[src/rtl/com_uart_rx_sequencer.sv]
// UART receive frame sequencer: start, LSB-first data, optional parity, stop; hands bytes to a 1-entry holding register.
// Latency: rx_valid and stop_cond rise 1 cycle after the final stop-bit sample tick (plus SYNC_STAGES on the inputs).
// Backpressure: a held, unconsumed word is kept; a newly committed word is dropped and overrun_err pulses.
module com_uart_rx_sequencer #(
  parameter int DATA_WIDTH        = 8,
  parameter int PARITY_EN         = 0,
  parameter int PARITY_ODD        = 0,
  parameter int STOP_BITS         = 1,
  parameter int SYNC_STAGES       = 2,
  parameter int STOP_PULSE_CYCLES = 2,
  parameter int TIMEOUT_CYCLES    = 65535
) (
  input  logic                  normal_mode_clk,
  input  logic                  rst_n,
  input  logic                  rx_port,
  input  logic                  baudrate_clk,
  output logic                  stop_cond,
  output logic [DATA_WIDTH-1:0] rx_data,
  output logic                  rx_valid,
  input  logic                  rx_ready,
  output logic                  parity_err,
  output logic                  frame_err,
  output logic                  overrun_err,
  output logic                  busy
);

  // Counter widths and their terminal values, sized so comparisons stay width-matched.
  localparam int BCW = $clog2(DATA_WIDTH + 1);
  localparam int TOW = $clog2(TIMEOUT_CYCLES + 1);
  localparam int SPW = $clog2(STOP_PULSE_CYCLES + 2);

  localparam logic [BCW-1:0] DATA_LAST = BCW'(DATA_WIDTH - 1);
  localparam logic [BCW-1:0] STOP_LAST = BCW'(STOP_BITS - 1);
  localparam logic [TOW-1:0] TO_LIMIT  = TOW'(TIMEOUT_CYCLES);
  localparam logic [SPW-1:0] PULSE_LEN = SPW'(STOP_PULSE_CYCLES);
  localparam logic           PAR_ODD   = (PARITY_ODD != 0);

  typedef enum logic [2:0] {
    S_IDLE   = 3'd0,
    S_START  = 3'd1,
    S_DATA   = 3'd2,
    S_PARITY = 3'd3,
    S_STOP   = 3'd4,
    S_END    = 3'd5
  } state_t;

  // Input synchronisers. The rx chain resets to the idle-line level so that
  // reset release never looks like a start-bit edge.
  logic [SYNC_STAGES-1:0] rx_sync_q;
  logic [SYNC_STAGES-1:0] baud_sync_q;
  logic                   rx_prev_q;
  logic                   baud_prev_q;
  logic                   rx_s;
  logic                   baud_s;
  logic                   rx_fall;
  logic                   tick;

  state_t                 state_q, state_d;
  logic [BCW-1:0]         bit_cnt_q, bit_cnt_d;
  logic [DATA_WIDTH-1:0]  shreg_q, shreg_d;
  logic                   perr_q, perr_d;
  logic [TOW-1:0]         to_cnt_q, to_cnt_d;
  logic [SPW-1:0]         sp_cnt_q, sp_cnt_d;
  logic                   stop_cond_q, stop_cond_d;
  logic [DATA_WIDTH-1:0]  rx_data_q, rx_data_d;
  logic                   rx_valid_q, rx_valid_d;
  logic                   parity_err_q, parity_err_d;
  logic                   frame_err_q, frame_err_d;
  logic                   overrun_err_q, overrun_err_d;
  logic                   active;
  logic                   timeout;
  logic                   commit;

  // Shift the asynchronous line and bit clock into the core clock domain.
  always_ff @(posedge normal_mode_clk or negedge rst_n) begin
    if (!rst_n) begin
      rx_sync_q   <= '1;
      baud_sync_q <= '0;
      rx_prev_q   <= 1'b1;
      baud_prev_q <= 1'b0;
    end else begin
      rx_sync_q   <= (rx_sync_q << 1) | SYNC_STAGES'(rx_port);
      baud_sync_q <= (baud_sync_q << 1) | SYNC_STAGES'(baudrate_clk);
      rx_prev_q   <= rx_s;
      baud_prev_q <= baud_s;
    end
  end

  assign rx_s    = rx_sync_q[SYNC_STAGES-1];
  assign baud_s  = baud_sync_q[SYNC_STAGES-1];
  assign rx_fall = rx_prev_q & ~rx_s;
  // A falling edge of the bit clock marks the middle of a bit cell.
  assign tick    = baud_prev_q & ~baud_s;

  assign active  = (state_q == S_START) || (state_q == S_DATA) ||
                   (state_q == S_PARITY) || (state_q == S_STOP);
  // A tick arriving on the limit cycle still counts as progress.
  assign timeout = active && !tick && (to_cnt_q == TO_LIMIT);

  // Frame FSM, tick-gap watchdog, stop_cond pulse and holding-register update.
  always_comb begin
    state_d       = state_q;
    bit_cnt_d     = bit_cnt_q;
    shreg_d       = shreg_q;
    perr_d        = perr_q;
    to_cnt_d      = to_cnt_q;
    sp_cnt_d      = sp_cnt_q;
    rx_data_d     = rx_data_q;
    rx_valid_d    = rx_valid_q;
    parity_err_d  = parity_err_q;
    frame_err_d   = 1'b0;
    overrun_err_d = 1'b0;
    stop_cond_d   = 1'b0;
    commit        = 1'b0;

    // Watchdog counts idle cycles between ticks only while a frame is in flight.
    if (!active || tick) begin
      to_cnt_d = '0;
    end else if (to_cnt_q != TO_LIMIT) begin
      to_cnt_d = to_cnt_q + TOW'(1);
    end

    unique case (state_q)
      S_IDLE: begin
        if (rx_fall) begin
          state_d = S_START;
        end
      end
      S_START: begin
        if (tick) begin
          if (!rx_s) begin
            state_d   = S_DATA;
            bit_cnt_d = '0;
            perr_d    = 1'b0;
          end else begin
            // Line was back high at mid-start-bit: treat as a glitch.
            state_d     = S_END;
            frame_err_d = 1'b1;
          end
        end
      end
      S_DATA: begin
        if (tick) begin
          shreg_d   = {rx_s, shreg_q[DATA_WIDTH-1:1]};
          bit_cnt_d = bit_cnt_q + BCW'(1);
          if (bit_cnt_q == DATA_LAST) begin
            bit_cnt_d = '0;
            state_d   = (PARITY_EN != 0) ? S_PARITY : S_STOP;
          end
        end
      end
      S_PARITY: begin
        if (tick) begin
          perr_d    = (^shreg_q) ^ rx_s ^ PAR_ODD;
          bit_cnt_d = '0;
          state_d   = S_STOP;
        end
      end
      S_STOP: begin
        if (tick) begin
          if (!rx_s) begin
            frame_err_d = 1'b1;
          end
          bit_cnt_d = bit_cnt_q + BCW'(1);
          if (bit_cnt_q == STOP_LAST) begin
            commit  = 1'b1;
            state_d = S_END;
          end
        end
      end
      S_END: begin
        // Hold here through a break so a low line cannot re-trigger START.
        if ((sp_cnt_q == PULSE_LEN) && rx_s) begin
          state_d = S_IDLE;
        end
      end
      default: begin
        state_d = S_IDLE;
      end
    endcase

    if (timeout) begin
      state_d     = S_END;
      frame_err_d = 1'b1;
    end

    // Pulse counter runs only inside END and is zero on entry.
    if (state_q == S_END) begin
      if (sp_cnt_q != PULSE_LEN) begin
        sp_cnt_d = sp_cnt_q + SPW'(1);
      end
    end else begin
      sp_cnt_d = '0;
    end
    stop_cond_d = (state_d == S_END) && (sp_cnt_d != PULSE_LEN);

    // Consumer handshake frees the slot; a same-cycle commit refills it.
    if (rx_valid_q && rx_ready) begin
      rx_valid_d = 1'b0;
    end
    if (commit) begin
      if (!rx_valid_q || rx_ready) begin
        rx_data_d    = shreg_q;
        parity_err_d = perr_q;
        rx_valid_d   = 1'b1;
      end else begin
        overrun_err_d = 1'b1;
      end
    end
  end

  // State and datapath registers; reset drops any partial frame.
  always_ff @(posedge normal_mode_clk or negedge rst_n) begin
    if (!rst_n) begin
      state_q       <= S_IDLE;
      bit_cnt_q     <= '0;
      shreg_q       <= '0;
      perr_q        <= 1'b0;
      to_cnt_q      <= '0;
      sp_cnt_q      <= '0;
      stop_cond_q   <= 1'b0;
      rx_data_q     <= '0;
      rx_valid_q    <= 1'b0;
      parity_err_q  <= 1'b0;
      frame_err_q   <= 1'b0;
      overrun_err_q <= 1'b0;
    end else begin
      state_q       <= state_d;
      bit_cnt_q     <= bit_cnt_d;
      shreg_q       <= shreg_d;
      perr_q        <= perr_d;
      to_cnt_q      <= to_cnt_d;
      sp_cnt_q      <= sp_cnt_d;
      stop_cond_q   <= stop_cond_d;
      rx_data_q     <= rx_data_d;
      rx_valid_q    <= rx_valid_d;
      parity_err_q  <= parity_err_d;
      frame_err_q   <= frame_err_d;
      overrun_err_q <= overrun_err_d;
    end
  end

  assign stop_cond   = stop_cond_q;
  assign rx_data     = rx_data_q;
  assign rx_valid    = rx_valid_q;
  assign parity_err  = parity_err_q;
  assign frame_err   = frame_err_q;
  assign overrun_err = overrun_err_q;
  assign busy        = (state_q != S_IDLE);

endmodule
[config.mk]
export PLATFORM = sky130hd
export DESIGN_NAME = com_uart_rx_sequencer
export DESIGN_NICKNAME = d
export VERILOG_FILES = /design/src/rtl/com_uart_rx_sequencer.sv
export SDC_FILE = /design/constraint.sdc
export NUM_CORES = 1
export LEC_CHECK = 0
export ABC_CLOCK_PERIOD_IN_PS = 2750
export CORE_ASPECT_RATIO = 0.5
export CORE_UTILIZATION = 41
export DETAILED_ROUTE_END_ITERATION = 6
export PLACE_DENSITY = 0.56
export SYNTH_ARGS = -nofsm -noshare
export SYNTH_HDL_FRONTEND = slang
export SYNTH_SLANG_ARGS = --single-unit
[constraint.sdc]
create_clock -name normal_mode_clk -period 2.75 [get_ports normal_mode_clk]
set_input_delay 0.275 -clock normal_mode_clk [delete_from_list [all_inputs] [get_ports normal_mode_clk]]
set_output_delay 0.275 -clock normal_mode_clk [all_outputs]
set_load 0.02 [all_outputs]
# After elaboration in Yosys (flattened, before gate mapping)
# Index checks and enable logic that the tools add are counted.
# Widths: inputs -> output; s select.
[word_totals] regBits=53 latch_bits=0 mem_bits_rw=0 romBits=0 input_bits=5 output_inout_bits=14 mem_count=0
[op_classes] addsub=3 mul=0 n_div=0 n_lt_le_gt_ge=0 n_eq_ne=17 shift=0 mux=40 bitwise=7 n_reduce_logical=24
[ops] operator="$mux 16" n=2
[ops] operator="$mux 3" n=10
[ops] operator="$mux 4" n=6
[ops] operator="$pmux 3 s6" n=1
[ops] operator="$add 16x1->16 const B" n=1
[ops] operator="$eq 16x16->1 const B" n=1
[ops] operator="$mux 1" n=16
[ops] operator="$ne 16x16->1 const B" n=1
[ops] operator="$pmux 4 s4" n=1
[ops] operator="$ne 2x2->1 const B" n=7
[ops] operator="$eq 3x3->1 const B" n=3
[ops] operator="$reduce_xor 8->1" n=1
[ops] operator="$eq 3x2->1 const B" n=2
[ops] operator="$reduce_and 6->1" n=1
[ops] operator="$logic_and 1x1->1" n=5
[ops] operator="$logic_or 1x1->1" n=5
[ops] operator="$add 4x1->4 const B" n=1
[ops] operator="$eq 4x3->1 const B" n=1
[ops] operator="$logic_not 4->1" n=1
[ops] operator="$mux 2" n=2
[ops] operator="$or 2x1->2" n=2
[ops] operator="$pmux 1 s2" n=2
[ops] operator="$reduce_and 2->1" n=2
[ops] operator="$reduce_and 4->1" n=1
[ops] operator="other kinds (11)" n=16

# Depth between registers and ports, before layout
[depth] depth_word=9 depth_mapped=6 ltp_nobuf=6

# Worst setup path before layout
# OpenSTA, ideal clock, no wires.
[synth_timing] path_kind="reg-to-reg" startpoint="reg state_q[1]" endpoint="reg state_q[0]" setup_time_ns=0.132 arrival_time_ns=1.554 required_ns=2.618 setup_slack_ns=1.065 path_stages_with_launch=7 n_path_buf=1 synth_period_minus_slack_ns=1.685 path_cell_list="dfrtp_1 -> buf_6 -> or3_4 -> nand2_2 -> nor2_2 -> a21oi_2 -> or3b_1"
[synth_via] elab_chain_cells=7 elab_cells_between_ends=13 classes_between="eq/ne: 5; mux: 2; reduce/logical: 6"
[synth_lines] item="start, declared" line_no="58" rtl="state_t state_q, state_d;"
[synth_lines] item="start signal, assigned" line_no="228" rtl="state_q <= state_d;"
[synth_lines] item="$eq 3x1->1 / $eq 3x2->1 (equally long branches)" line_no="95, 123"
[synth_lines] item="$logic_or 1x1->1 (2 in a row)" line_no="95" rtl="assign active = (state_q == S_START) || (state_q == S_DATA) ||"
[synth_lines] item="$logic_or 1x1->1" line_no="96" rtl="(state_q == S_PARITY) || (state_q == S_STOP);"
[synth_lines] item="$logic_and 1x1->1 (2 in a row)" line_no="98" rtl="assign timeout = active && !tick && (to_cnt_q == TO_LIMIT);"
[synth_lines] item="$mux 3 (*)" line_no="182" rtl="if (timeout) begin"
[synth_lines] item="via state_d[0]" line_no="58"
# Mark *: on every way through the listed nets, which the timed path passes. The rest lies on a longest branch.
# A chain may end at the register's enable or synchronous reset.

# Worst setup path after layout
[layout_timing] startpoint="reg state_q[0]" endpoint="out busy"
[layout_via] elab_chain_cells=1
[layout_lines] item="$reduce_bool 3->1" line_no="249" rtl="assign busy = (state_q != S_IDLE);"
[layout_lines] item="end, declared" line_no="24" rtl="output logic busy"
# Every way passes these cells.

==> results_dict.tcl <==
set metrics [dict create \
    post_synthesis_cell_area_um2 2620 \
    die_area_um2 6720 \
    timing.critical_path.required_ns 2.48 \
    grt_pass1_vias 1794 \
    power_density_nw_per_um2 757 \
    proportion_of_total_power_due_to_net_switching_pct 33.3 \
    initial_utilization_pct 42.8 \
    drive_gt1_share_pct 17.2 \
    design.final.nets 270 \
    power_report.internal_total_mw 1.53 \
    final_cell_area_um2 3040 \
    path_buf_inv 1 \
    vdd_drop_max_v 0.000293 \
    netlist_instances 238 \
    critical_path_cell_count 2 \
    r2r_cells 4 \
    final_max_slew_viols 0 \
    route.detailed.vias_per_inst 5.04 \
    placement.io_buffers 18 \
    drt-initial-drc-count 124 \
    diodes_inserted 0 \
    timing.max_cap.violations 0 \
    worst-slew-pin-transition_ns 0.682 \
    ctsResizeCount 0 \
    synth.lib_cells_used.distinct 56 \
    drc_errors 0 \
    drtPass1Iterations 4 \
    wirelength_mm 4.83 \
    cts_max_level 2 \
    rsz0062_at_grt "no" \
    met2_usage_pct 27.0 \
    finalHoldViolations 0 \
    fin_tns_setup_ns 0 \
    syn-num-nets 248 \
    combined_global_route_utilization_of_all_metal_layers_pct 16.5 \
    crit_chain "or3_4 > clkdlybuf4s50_1" \
    min_delay_path_depth 0 \
    ys_seq_elements 53 \
    cts.root.buffer_cell "sky130_fd_sc_hd__clkbuf_16" \
    grt_use_met3_pct 5.25 \
    route.vias.total 1760 \
    power.combinational.fraction_pct 27.2 \
    sequentialPowerShare_pct 44.9 \
    dpl-instance-area_um2 2870 \
    crit_path_start_kind "register" \
    synth_enable_flop_cells 0 \
    hold_path_class "register to register" \
    slew_headroom_pct 54.1 \
    critical_path.endpoint_type "output port" \
    placement_rows 20 \
    cp_max_fo 17 \
    synth_top_flop_cell "sky130_fd_sc_hd__dfrtp_1" \
    final.min_clock_period_ns 2.13 \
    grt_most_used_layer "met2" \
    die_w_um 115 \
    worst_skew_pair.late_latency_ns 0.29 \
    synth-async-reset-ratio_pct 100 \
    routedWlPerCell_um 13.8 \
    clockPowerShare_pct 27.9 \
    clock-sinks 53 \
    fmaxAchievable_mhz 470 \
    cts.path.max_buffers 2 \
    ant_nets 0 \
    cts_buffers 5 \
    fin_hold_ws_ns 0.349 \
    maximum_number_of_pins_on_one_net_before_global_route_repair 22 \
    power_mw 2.30 \
    run_status "finished clean" \
    routabilityCongestion 0.873 \
    core_region_area_um2 6110 \
    total_switching_power_mw 0.766 \
    die-height_um 58.5 \
    fillCellCount 575 \
    static-leakage-power_nw 1.37 \
    grt_antenna_before_repair 0 \
    gr-total-overflow 0 \
    grtUsageMet1_pct 21.0 \
    critPathMaxStageDelay_ns 0.56 \
    synth.yosys.seq_area_share_pct 50.9 \
    timing.final.setup_violations 0 \
    worst-endpoint-arrival_ns 1.85 \
    post-route-period-util_pct 77.4 \
    grt_pass1_wl_mm 8.38 \
    pin_count 19 \
    timing.critical_path.max_delay_family "flip-flops" \
    worst_clock_skew_ns 0.00303 \
    clock_tree_from_tritoncts "built" \
    timing_worst_setup_path_type "register to output port" \
    synth_area_per_cell_um2 11.0 \
    cpMaxStageDelayCell "sky130_fd_sc_hd__dfrtp_1" \
    layout-area-overhead-vs-synth_pct 16.1 \
    synth_warnings 0 \
    clkTransAtPathRegs_ns 0.07 \
    post-dp-hpwl_mm 3.42 \
]
-- layer usage --
metal	part of all wire, %	wire (µm)
met5	0	0
met4	1.2	57
met3	3.7	181
met2	46	2210
met1	49	2380
-- cell families (layout without fill, tap and decap cells) --
group,Yosys count,in the layout,share of synthesized area (%)
flip-flops,53,53,50.9
multiplexers,19,19,8.09
XOR/XNOR,17,17,5.69
AND/OR/NAND/NOR,96,96,21.5
adder cells (fa/ha/maj),5,5,2.39
AO/OA/AOI/OAI,34,34,8.76
buffers and inverters,14,37,2.73
-- through the flow --
| step | cells | util, % | worst slack [ns] |
|---|---|---|---|
| after floorplan | 238 | - | 1.06 |
| after global placement | 340 | 47.1 | 0.877 |
| after detailed placement | 340 | 47.1 | 0.796 |
| after CTS | 349 | 49.7 | 0.617 |
| after global routing | 349 | 49.7 | 0.539 |
| final | 349 | 49.7 | 0.621 |
-- timing repair --
action,CTS,global route
endpoints found under the hold margin,19,0
hold buffers,1,0
buffers inserted,0,0
-- synthesized netlist by cell type, drive strengths merged, types with 2 or more instances --
master | n | area [µm²]
nor3 | 9 | 45.0
nand2 | 14 | 55.1
ha | 5 | 62.6
nor2 | 25 | 98.8
mux2i | 2 | 20.0
buf | 5 | 37.5
nor3b | 2 | 20.0
and2b | 2 | 15.0
nor4 | 2 | 27.5
nor2b | 2 | 12.5
nand3 | 11 | 67.6
o211ai | 3 | 22.5
and3 | 7 | 50.1
nand4 | 6 | 50.0
nand4b | 2 | 17.5
xor2 | 7 | 61.3
a21oi | 5 | 28.8
xnor2 | 10 | 87.6
a21boi | 2 | 15.0
o21ai | 12 | 63.8
dfrtp | 50 | 1250
nand2b | 7 | 43.8
dfstp | 3 | 78.8
inv | 8 | 30.0
or3 | 2 | 17.5
a211oi | 2 | 15.0
mux2 | 17 | 191
-- worst paths after layout --
| check | slack (ns) | end | startpoint |
|---|---|---|---|
| min in group asynchronous | 0.47 | bit_cnt_q[1]$_DFFE_PN0P_ | rst_n |
| hold / removal | 0.35 | baud_sync_q[1]$_DFF_PN0_ | baud_sync_q[0]$_DFF_PN0_ |
| max in group asynchronous | 1.59 | rx_sync_q[1]$_DFF_PN1_ | rst_n |
| hold reg to reg | 0.35 | baud_sync_q[1]$_DFF_PN0_ | baud_sync_q[0]$_DFF_PN0_ |
| setup / recovery | 0.62 | busy | state_q[0]$_DFF_PN0_ |
| setup reg to reg | 0.80 | rx_data[6]$_DFFE_PN0P_ | state_q[0]$_DFF_PN0_ |
-- placed cells by master, fill, tap and decap left out, types with 3 or more instances in the layout --
cell type,synthesis,layout
sky130_fd_sc_hd__dfrtp_1,50,50
sky130_fd_sc_hd__nor2_1,23,23
sky130_fd_sc_hd__mux2_2,17,17
sky130_fd_sc_hd__clkdlybuf4s50_1,0,17
sky130_fd_sc_hd__nand2_1,13,13
sky130_fd_sc_hd__o21ai_0,10,10
sky130_fd_sc_hd__nand3_1,10,10
sky130_fd_sc_hd__xnor2_1,10,10
sky130_fd_sc_hd__nor3_1,9,9
sky130_fd_sc_hd__inv_1,8,8
sky130_fd_sc_hd__nand2b_1,7,7
sky130_fd_sc_hd__xor2_1,7,7
sky130_fd_sc_hd__and3_1,5,5
sky130_fd_sc_hd__ha_1,5,5
sky130_fd_sc_hd__clkbuf_16,0,5
sky130_fd_sc_hd__nand4_1,4,4
sky130_fd_sc_hd__a21oi_1,4,4
sky130_fd_sc_hd__o211ai_1,3,3
sky130_fd_sc_hd__dfstp_2,3,3
-- power by group through the flow --
| stage | combinational (mW) | sequential [mW] | clock (mW) |
|---|---|---|---|
| finish | 0.625 | 1.03 | 0.640 |
| global route | 0.704 | 1.06 | 0.692 |
| CTS | 0.639 | 1.03 | 0.668 |
| detailed placement | 0.634 | 1.04 | 0 |
| global placement | 0.626 | 1.04 | 0 |
| floorplan | 0.480 | 1.02 | 0 |
-- state kept, by name, indices dropped and copies added (netlist names), 2 cells and up --
signal,cells
state_q,3
shreg_q,8
to_cnt_q,16
rx_sync_q,2
bit_cnt_q,4
rx_data,8
baud_sync_q,2
sp_cnt_q,2
-- area by class of cell --
type | count | area [µm²] | share of cell area [%]
clock inverter | 2 | 13.8 | 0.453
sequential | 53 | 1330 | 43.8
timing repair buffer | 21 | 200 | 6.59
multi-input combinational | 171 | 1210 | 40.0
clock buffer | 6 | 139 | 4.57
inverter | 8 | 30.0 | 0.989
tap | 88 | 110 | 3.63
-- worst register-to-register path, delay by kind of cell, from the launching register on --
kind / cells / cell delay [ns]
AND/OR/NAND/NOR: 3 / 0.92
flip-flops: 1 / 0.56
multiplexers: 1 / 0.36
Power figures use the tool's default switching activity.
